<file path="src/rtl/ccgrcg_pipe_if.sv">
// rtl/ccgrcg_pipe_if.sv - vector in / result out valid-ready handshake bundle
interface ccgrcg_pipe_if #(
  parameter int N_IN  = 10,
  parameter int N_OUT = 30
);
  logic             in_valid;
  logic             in_ready;
  logic [N_IN-1:0]  x;
  logic             out_valid;
  logic             out_ready;
  logic [N_OUT-1:0] f;

  modport master (
    output in_valid,
    output x,
    output out_ready,
    input  in_ready,
    input  out_valid,
    input  f
  );

  modport slave (
    input  in_valid,
    input  x,
    input  out_ready,
    output in_ready,
    output out_valid,
    output f
  );
endinterface

</file>
<file path="src/rtl/ccgrcg_pipe.sv">
// rtl/ccgrcg_pipe.sv - pipelined CCGRCG function core with MISR output compaction
module ccgrcg_pipe #(
  parameter int               N_IN   = 10,
  parameter int               N_OUT  = 30,
  parameter int               STAGES = 2,
  parameter logic [N_OUT-1:0] MAP    = 30'h2AAAAAAA,
  parameter int               MISR_W = 16,
  parameter logic [MISR_W-1:0] POLY  = 16'h1021
) (
  input  logic              clk,
  input  logic              rst,
  ccgrcg_pipe_if.slave      bus,
  input  logic              sig_clear,
  output logic [MISR_W-1:0] sig,
  output logic [15:0]       count
);

  localparam int CHUNKS = (N_OUT + MISR_W - 1) / MISR_W;
  localparam int PAD_W  = CHUNKS * MISR_W;

  logic                          fa;
  logic                          fb;
  logic [N_OUT-1:0]              r;
  logic [STAGES-1:0]             vld;
  logic [STAGES-1:0][N_OUT-1:0]  data;
  logic                          stall;
  logic                          out_xfer;
  logic [PAD_W-1:0]              f_pad;
  logic [MISR_W-1:0]             fold;
  logic [MISR_W-1:0]             sig_next;

  always_comb begin
    fa = bus.x[0] & bus.x[4];
    fb = bus.x[3] ^ bus.x[4] ^ (bus.x[1] & bus.x[N_IN-2])
       ^ (bus.x[2] & bus.x[3] & bus.x[N_IN-1]);
    r  = '0;
    for (int k = 0; k < N_OUT; k++) begin
      r[k] = MAP[k] ? fb : fa;
    end
  end

  // Global stall: the whole pipe freezes while the last stage is blocked.
  assign stall        = vld[STAGES-1] & ~bus.out_ready;
  assign bus.in_ready = ~stall;
  assign bus.out_valid = vld[STAGES-1];
  assign bus.f        = data[STAGES-1];
  assign out_xfer     = vld[STAGES-1] & bus.out_ready;

  always_ff @(posedge clk or posedge rst) begin
    if (rst) begin
      vld  <= '0;
      data <= '0;
    end else if (!stall) begin
      vld[0]  <= bus.in_valid;
      data[0] <= r;
      for (int i = 1; i < STAGES; i++) begin
        vld[i]  <= vld[i-1];
        data[i] <= data[i-1];
      end
    end
  end

  assign f_pad = PAD_W'(data[STAGES-1]);

  always_comb begin
    fold = '0;
    for (int c = 0; c < CHUNKS; c++) begin
      fold = fold ^ f_pad[c*MISR_W +: MISR_W];
    end
    sig_next = {sig[MISR_W-2:0], 1'b0} ^ (sig[MISR_W-1] ? POLY : '0) ^ fold;
  end

  // Clear wins over a same-cycle transfer; that transfer is simply not folded.
  always_ff @(posedge clk or posedge rst) begin
    if (rst) begin
      sig   <= '0;
      count <= '0;
    end else if (sig_clear) begin
      sig   <= '0;
      count <= '0;
    end else if (out_xfer) begin
      sig <= sig_next;
      if (count != 16'hFFFF) begin
        count <= count + 16'd1;
      end
    end
  end

endmodule

</file>
<file path="src/flat_wrapper.sv">
// flat-port wrapper written by rule: the top's interface ports become plain ports
module ccgrcg_pipe_flat 
#(
  parameter int               N_IN   = 10,
  parameter int               N_OUT  = 30,
  parameter int               STAGES = 2,
  parameter logic [N_OUT-1:0] MAP    = 30'h2AAAAAAA,
  parameter int               MISR_W = 16,
  parameter logic [MISR_W-1:0] POLY  = 16'h1021
)
  (clk, rst, sig_clear, sig, count, bus_in_valid, bus_x, bus_out_ready, bus_in_ready, bus_out_valid, bus_f);
  ccgrcg_pipe_if #(.N_IN(N_IN), .N_OUT(N_OUT)) bus_i ();
  input  logic clk;
  input  logic rst;
  input  logic sig_clear;
  output logic [MISR_W-1:0] sig;
  output logic [15:0] count;
  input wire logic [$bits(bus_i.in_valid)-1:0] bus_in_valid;
  input wire logic [$bits(bus_i.x)-1:0] bus_x;
  input wire logic [$bits(bus_i.out_ready)-1:0] bus_out_ready;
  output wire logic [$bits(bus_i.in_ready)-1:0] bus_in_ready;
  output wire logic [$bits(bus_i.out_valid)-1:0] bus_out_valid;
  output wire logic [$bits(bus_i.f)-1:0] bus_f;
  assign bus_i.in_valid = bus_in_valid;
  assign bus_i.x = bus_x;
  assign bus_i.out_ready = bus_out_ready;
  assign bus_in_ready = bus_i.in_ready;
  assign bus_out_valid = bus_i.out_valid;
  assign bus_f = bus_i.f;
  ccgrcg_pipe #(.N_IN(N_IN), .N_OUT(N_OUT), .STAGES(STAGES), .MAP(MAP), .MISR_W(MISR_W), .POLY(POLY)) u_core (.clk(clk), .rst(rst), .bus(bus_i), .sig_clear(sig_clear), .sig(sig), .count(count));
endmodule
</file>
<file path="config.mk">
export PLATFORM = sky130hd
export DESIGN_NAME = ccgrcg_pipe_flat
export DESIGN_NICKNAME = d
export VERILOG_FILES = /design/src/rtl/ccgrcg_pipe_if.sv /design/src/rtl/ccgrcg_pipe.sv /design/src/flat_wrapper.sv
export SDC_FILE = /design/constraint.sdc
export NUM_CORES = 1
export LEC_CHECK = 0
export ABC_CLOCK_PERIOD_IN_PS = 1700
export BUFFER_PORTS_ARGS = -buffer_cell sky130_fd_sc_hd__clkbuf_2
export CORE_MARGIN = 3
export CORE_UTILIZATION = 51
export CTS_BUF_LIST = sky130_fd_sc_hd__clkbuf_8
export DETAILED_ROUTE_END_ITERATION = 16
export HOLD_SLACK_MARGIN = 0.15
export PLACE_DENSITY = 0.91
export SLEW_MARGIN = 5
export SYNTH_ARGS = -nofsm -noshare
export SYNTH_HDL_FRONTEND = slang
export SYNTH_SLANG_ARGS = --single-unit
</file>
<file path="constraint.sdc">
create_clock -name clk -period 1.7 [get_ports clk]
set_input_delay 0.34 -clock clk [delete_from_list [all_inputs] [get_ports clk]]
set_output_delay 0.34 -clock clk [all_outputs]
set_load 0.02 [all_outputs]
</file>
==> flow_metrics.env, run 1 <==
export IMPL_track_usage_pct=19.06
export IMPL_synth_area_leader_cell="sky130_fd_sc_hd__dfrtp_1"
export IMPL_die_area_sq_mm=0.004949
export IMPL_reg2reg_setup_slack_ns=0.12
export IMPL_clock_fmax_mhz=632.0
export IMPL_clk_pin_slew_worst_paths_ns=0.07
export IMPL_layout_filler_cells=321
export IMPL_drt_iter0_drc=168
export IMPL_ys_warnings_count=0
export IMPL_placeable_core_region_sq_mm=0.003826
export IMPL_arrival_ns=1.74
export IMPL_post_cts_hold_buffers=0
export IMPL_regToRegStartpoint="u_core.count[4]$_DFFE_PP0P_"
export IMPL_post_synth_instance_area_sq_mm=0.002112
export IMPL_first_global_vias=1638
export IMPL_postCtsSetupBuffers=0
export IMPL_synth_distinct_cells=36
export IMPL_seq_area_frac_synth_pct=45.02
export IMPL_timing_setup_critical_path_class="reg -> reg"
export IMPL_gp_congestion=0.9144
export IMPL_postRouteWirelength_um=4489
export IMPL_post_dp_hpwl_um=3264
export IMPL_initial_core_util_pct=55.20
export IMPL_clk_latency_ns=0.28
export IMPL_final_clock_period_utilization_by_the_worst_path_pct=93.08
export IMPL_area_sequential_sq_um=950.9
export IMPL_firstDrtPassIters=4
export IMPL_ctsLongestPathBuffers=2
export IMPL_setup_slack_ns=0.1177
export IMPL_end_kind="flop"
export IMPL_numCtsBuffers=5
export IMPL_clock_skew_ns=0.002403
export IMPL_timing_setup_tns_ns=0
export IMPL_hold_crit_class="in -> async"
export IMPL_combinationalPowerShare_pct=27.4
export IMPL_reg2reg_depth=4
export IMPL_placement_setup_worst_slack_ns=0.1341
export IMPL_area_growth_pct=15.64
export IMPL_synth_net_count=233
export IMPL_synth_async_sr_flop_share_pct=100.0
export IMPL_routedWlPerCell_um=14.07
export IMPL_syn_area_per_cell_sq_um=9.733
export IMPL_antennaDiodeCount=0
export IMPL_share_seq_of_total_power_pct=46.8
export IMPL_max_cap_violations=0
export IMPL_yosysTopAreaCellShare_pct=45.02
export IMPL_setup_viol=0
export IMPL_drive_above_1_share_pct=38.75
export IMPL_clock_tree_from_tritoncts="done"
export IMPL_result_of_the_run="finished, final reports clean"
export IMPL_power_leakage_nw=1.186
export IMPL_cellInternalPower_mw=1.406
export IMPL_grt_antenna_before_repair=0
export IMPL_grt_pass1_wl_um=7728
export IMPL_power_density_mw_per_mm2=889.8
export IMPL_grt_start_max_net_pins=39
export IMPL_start_kind="flop"
export IMPL_p_sw_share_pct=35.29
export IMPL_finalHoldViolCount=0
export IMPL_remaining_drc_errors=0
export IMPL_multi_input_area_sq_um=878.3
export IMPL_worst_endpoint_required_ns=1.86
export IMPL_clockRootBuffer="sky130_fd_sc_hd__clkbuf_8"
export IMPL_synthTopCellsByArea="sky130_fd_sc_hd__dfrtp_1, sky130_fd_sc_hd__buf_4, sky130_fd_sc_hd__nand2_1"
export IMPL_ant_nets=0
export IMPL_headroom_to_the_max_slew_limit_pct=68.48
export IMPL_viasPerCell=5.376
export IMPL_switching_power_mw=0.7669
export IMPL_postSynthCellCount=217
export IMPL_final_max_slew_violation_count=0
export IMPL_port_buffers=75
export IMPL_number_of_enable_flip_flop_cells_after_synthesis=0
export IMPL_clock_sinks=38
export IMPL_placement_rows=22
export IMPL_globalRoute_totalOverflow=0
export IMPL_dominant_synthesized_flop_cell="sky130_fd_sc_hd__dfrtp_1"
export IMPL_die_x_extent_um=70.35
export IMPL_tightest_slew_ns=0.4728
export IMPL_die_height_um=70.35
export IMPL_postSynthRegisterBits=38
export IMPL_cts_htree_levels=2
export IMPL_ir_drop_mv=0.7342
export IMPL_fin_nets=287
export IMPL_clkPwrFrac_pct=25.8
export IMPL_post_route_min_period_ns=1.582
export IMPL_vias=1715
export IMPL_rsz0062_at_grt="false"
export IMPL_timing_rr_end="u_core.count[1]$_DFFE_PP0P_"
export IMPL_post_cts_resized_instances=0
export IMPL_critical_path_max_fanout=10
export IMPL_top_level_ports=79
[placed cells by master (no fill, tap or decap), types with 2 or more instances in the layout]
cell type	instances
sky130_fd_sc_hd__clkbuf_8	5
sky130_fd_sc_hd__nand4_4	2
sky130_fd_sc_hd__nor2_1	8
sky130_fd_sc_hd__nand2_1	35
sky130_fd_sc_hd__nor3_1	4
sky130_fd_sc_hd__a21oi_1	13
sky130_fd_sc_hd__clkbuf_2	75
sky130_fd_sc_hd__o21ai_0	7
sky130_fd_sc_hd__mux2i_1	2
sky130_fd_sc_hd__nor4_2	4
sky130_fd_sc_hd__nor4_4	2
sky130_fd_sc_hd__o21ai_1	8
sky130_fd_sc_hd__dfrtp_1	38
sky130_fd_sc_hd__buf_4	11
sky130_fd_sc_hd__xnor2_1	14
sky130_fd_sc_hd__inv_1	7
sky130_fd_sc_hd__nand3_1	4
sky130_fd_sc_hd__nand4_1	4
sky130_fd_sc_hd__a211oi_1	4
sky130_fd_sc_hd__mux2_1	3
sky130_fd_sc_hd__nor2b_1	2
sky130_fd_sc_hd__xor2_1	2
sky130_fd_sc_hd__o21ai_2	4
[state kept, by name, summed over array words and instances (netlist names)]
signal        count
u_core.bus.f      2
u_core.vld        2
u_core.sig       16
u_core.count     16
u_core.data       2
[worst max-delay path, stage by stage, from the launching register on]
cell and delay [ns]:
sky130_fd_sc_hd__dfrtp_1 0.47, sky130_fd_sc_hd__nand4_4 0.27, sky130_fd_sc_hd__nor4_4 0.48, sky130_fd_sc_hd__or3_1 0.17
sky130_fd_sc_hd__o21ai_0 0.07
[power groups by stage]
stage                     sequential (mW)  combinational (mW)  clock, mW
final                                1.02               0.595      0.561
after detailed placement             1.03               0.604          0
after global placement               1.03               0.594          0
after CTS                            1.02               0.606      0.576
after floorplan                      1.05               0.556          0
after global routing                 1.03               0.638      0.621
[worst max-delay path by stage]
stage	end	cells past startpoint	startpoint	slack, ns
floorplan	u_core.count[14]$_DFFE_PP0P_	5	u_core.count[0]$_DFFE_PP0P_	0.07
global placement	u_core.count[0]$_DFFE_PP0P_	4	u_core.count[4]$_DFFE_PP0P_	0.18
finish	u_core.count[1]$_DFFE_PP0P_	4	u_core.count[4]$_DFFE_PP0P_	0.12
global route	u_core.count[1]$_DFFE_PP0P_	4	u_core.count[4]$_DFFE_PP0P_	0.03
CTS	u_core.count[1]$_DFFE_PP0P_	4	u_core.count[4]$_DFFE_PP0P_	0.12
detailed placement	u_core.count[1]$_DFFE_PP0P_	4	u_core.count[4]$_DFFE_PP0P_	0.13
[logic make-up (layout without fill, tap and decap cells)]
family,Yosys count,in the layout,synth area share [%]
buf+inv,44,98,13.39
simple gates,74,74,20.91
fa+ha+maj,1,1,0.5923
compound gates,39,39,10.90
mux,5,5,2.547
xor+xnor,16,16,6.635
flops,38,38,45.02
[stage by stage]
stage          instance area [sq um]  utilization, %  hold slack, ns  power (mW)  std cells
2_1_floorplan                   2112               -          0.4295       1.609        217
3_3_place_gp                    2366           61.84          0.4405       1.625        312
6_report                        2442           63.83          0.1450       2.173        319
4_1_cts                         2442           63.83          0.1597       2.198        319
5_1_grt                         2442           63.83          0.2015       2.288        319
3_5_place_dp                    2366           61.84          0.4533       1.638        312
[cells in the mapped netlist (3+ instances only)]
cell type / number
sky130_fd_sc_hd__dfrtp_1: 38
sky130_fd_sc_hd__nand2_1: 35
sky130_fd_sc_hd__buf_4: 30
sky130_fd_sc_hd__xnor2_1: 14
sky130_fd_sc_hd__a21oi_1: 13
sky130_fd_sc_hd__nor2_1: 8
sky130_fd_sc_hd__o21ai_1: 8
sky130_fd_sc_hd__o21ai_0: 7
sky130_fd_sc_hd__clkbuf_1: 5
sky130_fd_sc_hd__inv_1: 5
sky130_fd_sc_hd__a211oi_1: 4
sky130_fd_sc_hd__buf_2: 4
sky130_fd_sc_hd__nand3_1: 4
sky130_fd_sc_hd__nand4_1: 4
sky130_fd_sc_hd__nor3_1: 4
sky130_fd_sc_hd__nor4_2: 4
sky130_fd_sc_hd__o21ai_2: 4
sky130_fd_sc_hd__mux2_1: 3
[area by class of cell]
class	instances	share of cell area, %
clock inverter	2	0.3074
timing repair buffer	86	18.75
inverter	5	0.7684
multi-input combinational	135	35.96
tap	48	2.459
clock buffer	5	2.818
sequential	38	38.93
[routing by layer]
metal	up-vias	global-route usage (%)	wire length, um
met3	7	4.892	263
met4	0	5.106	38
li1	820	-	-
met2	58	31.60	2215
met5	-	0	0
met1	830	24.61	1972
(Power assumes the default switching activity.)
==> run 2: changes to the inputs <==
--- a/config.mk
+++ b/config.mk
@@ -8,11 +8,11 @@
 export ABC_CLOCK_PERIOD_IN_PS = 1700
 export BUFFER_PORTS_ARGS = -buffer_cell sky130_fd_sc_hd__clkbuf_2
 export CORE_MARGIN = 3
-export CORE_UTILIZATION = 51
+export CORE_UTILIZATION = 45
 export CTS_BUF_LIST = sky130_fd_sc_hd__clkbuf_8
 export DETAILED_ROUTE_END_ITERATION = 16
 export HOLD_SLACK_MARGIN = 0.15
-export PLACE_DENSITY = 0.91
+export PLACE_DENSITY = 0.83
 export SLEW_MARGIN = 5
 export SYNTH_ARGS = -nofsm -noshare
 export SYNTH_HDL_FRONTEND = slang
==> run 2 against run 1 <==
  * Count of clock-buffer cells in the layout unchanged
  * Critical path depth unchanged
  * Clock power up 35%
  * Core utilization down 7.8 points
  * Clock skew up 0.0013 ns
  * Flip-flop and latch count unchanged
  * Largest power group unchanged
==> flow_metrics.env, run 2 (synthesis results as in run 1) <==
export IMPL_vias=1670
export IMPL_drive_above_1_share_pct=39.48
export IMPL_routedWlPerCell_um=14.31
export IMPL_grt_use_met3_pct=5.000
export IMPL_firstDrtPassIters=4
export IMPL_tightest_slew_ns=0.4827
export IMPL_timing_critical_path_max_delay_family="simple AND/OR/NAND/NOR gates"
export IMPL_finalHoldViolCount=0
export IMPL_power_leakage_nw=1.197
export IMPL_area_growth_pct=17.89
export IMPL_remaining_drc_errors=0
export IMPL_post_route_min_period_ns=1.572
export IMPL_gr_usage_met1_pct=21.99
export IMPL_grt_antenna_before_repair=0
export IMPL_clock_sinks=38
export IMPL_placeable_core_region_sq_mm=0.004444
export IMPL_die_x_extent_um=74.51
export IMPL_result_of_the_run="finished, final reports clean"
export IMPL_max_cap_violations=0
export IMPL_arrival_ns=1.75
export IMPL_die_height_um=74.51
export IMPL_critPathSlowestCell="sky130_fd_sc_hd__dfrtp_1"
export IMPL_postRouteWirelength_um=4623
export IMPL_setup_viol=0
export IMPL_final_max_slew_violation_count=0
export IMPL_drt_iter0_drc=98
export IMPL_most_common_cell_after_layout_fill_and_taps_aside="sky130_fd_sc_hd__clkbuf_2"
export IMPL_timing_setup_critical_path_class="reg -> reg"
export IMPL_layout_top_registers="u_core.count x16, u_core.sig x16"
export IMPL_rsz0062_at_grt="false"
export IMPL_first_global_vias=1491
export IMPL_clock_fmax_mhz=636.2
export IMPL_clockRootBuffer="sky130_fd_sc_hd__clkbuf_8"
export IMPL_fin_nets=286
export IMPL_clk_pin_slew_worst_paths_ns=0.08
export IMPL_power_density_mw_per_mm2=954.9
export IMPL_critical_path_max_fanout=10
export IMPL_cell_chain_of_the_critical_path="nand4_4, nor4_4, or3_1, o21ai_0"
export IMPL_antennaDiodeCount=0
export IMPL_hold_crit_class="in -> reg"
export IMPL_ctsLongestPathBuffers=2
export IMPL_gp_congestion=0.8195
export IMPL_finalHoldWorstSlack_ns=0.2579
export IMPL_track_usage_pct=17.60
export IMPL_final_cell_mix="sky130_fd_sc_hd__clkbuf_2, sky130_fd_sc_hd__dfrtp_1, sky130_fd_sc_hd__nand2_1"
export IMPL_clock_skew_ns=0.003706
export IMPL_placement_rows=24
export IMPL_grt_util_met2_pct=29.66
export IMPL_maximum_cell_stage_delay_along_the_critical_path_ns=0.48
export IMPL_clk_latency_ns=0.29
export IMPL_total_power_mw=2.378
export IMPL_viasPerCell=5.170
export IMPL_dpl_cell_count=313
export IMPL_cp_num_buf_inv=0
export IMPL_end_kind="flop"
export IMPL_headroom_to_the_max_slew_limit_pct=67.82
export IMPL_initial_core_util_pct=47.52
export IMPL_worst_endpoint_required_ns=1.87
export IMPL_grt_busiest_layer="met2"
export IMPL_grt_start_max_net_pins=39
export IMPL_grt_pass1_wl_um=7486
export IMPL_port_buffers=75
export IMPL_final_clock_period_utilization_by_the_worst_path_pct=92.47
export IMPL_ant_nets=0
export IMPL_stdcell_count=323
export IMPL_layout_filler_cells=422
export IMPL_timing_setup_tns_ns=0
export IMPL_numCtsBuffers=5
export IMPL_top_level_ports=79
export IMPL_clock_tree_from_tritoncts="done"
export IMPL_cts_htree_levels=2
export IMPL_start_kind="flop"
export IMPL_die_area_sq_mm=0.005552
export IMPL_post_dp_hpwl_um=3306
export IMPL_design_area_sq_mm=0.002490
export IMPL_globalRoute_totalOverflow=0
export IMPL_placed_inst_area_sq_mm=0.002361
export IMPL_ir_drop_mv=0.8373
-- run 2: power breakdown --
group | switching (mW) | internal [mW]
Sequential | 0.0694 | 0.945
Clock | 0.326 | 0.432
Combinational | 0.411 | 0.194
Total | 0.806 | 1.57
-- run 2: path summary, 6_finish.rpt --
path / depth (start not counted) / end / slack, ns / start
max: 4 / u_core.count[1]$_DFFE_PP0P_ / 0.13 / u_core.count[4]$_DFFE_PP0P_
min: 2 / u_core.vld[0]$_DFFE_PP0N_ / 0.26 / bus_in_valid
max in group asynchronous: 4 / u_core.data[27]$_DFFE_PP0N_ / 0.66 / rst
max reg2reg: 4 / u_core.count[1]$_DFFE_PP0P_ / 0.13 / u_core.count[4]$_DFFE_PP0P_
min in group asynchronous: 4 / u_core.vld[1]$_DFFE_PP0N_ / 0.70 / rst
min reg2reg: 1 / u_core.vld[1]$_DFFE_PP0N_ / 0.47 / u_core.vld[0]$_DFFE_PP0N_
-- run 2: cell type report --
| cell class | instances | area, sq um | share of cell area (%) |
|---|---|---|---|
| timing repair buffer | 85 | 465.4 | 18.69 |
| tap | 52 | 65.06 | 2.613 |
| multi-input combinational | 135 | 880.8 | 35.38 |
| clock inverter | 3 | 40.04 | 1.608 |
| clock buffer | 5 | 68.82 | 2.764 |
| sequential | 38 | 950.9 | 38.19 |
| inverter | 5 | 18.77 | 0.7538 |
-- run 2: layer usage --
| metal | vias to the layer above | part of all wire [%] | wire (um) |
|---|---|---|---|
| li1 | 810 | - | - |
| met1 | 809 | 43 | 2005 |
| met2 | 46 | 50 | 2328 |
| met3 | 5 | 5.2 | 242 |
| met4 | 0 | 0.97 | 45 |
| met5 | - | 0 | 0 |
-- run 2: repair_timing --
action | in CTS | in global routing
buffers inserted | 0 | 1
gates resized for setup | 0 | 1
hold buffers | 1 | 0
endpoints found under the setup margin | 0 | 6
hold endpoints to repair | 5 | 0
-- run 2: stage by stage --
stage	util, %	setup slack [ns]
after floorplan	-	0.07030
after global placement	53.13	0.1728
after detailed placement	53.13	0.1261
after CTS	55.80	0.06963
after global routing	56.02	0.003031
final	56.02	0.1280
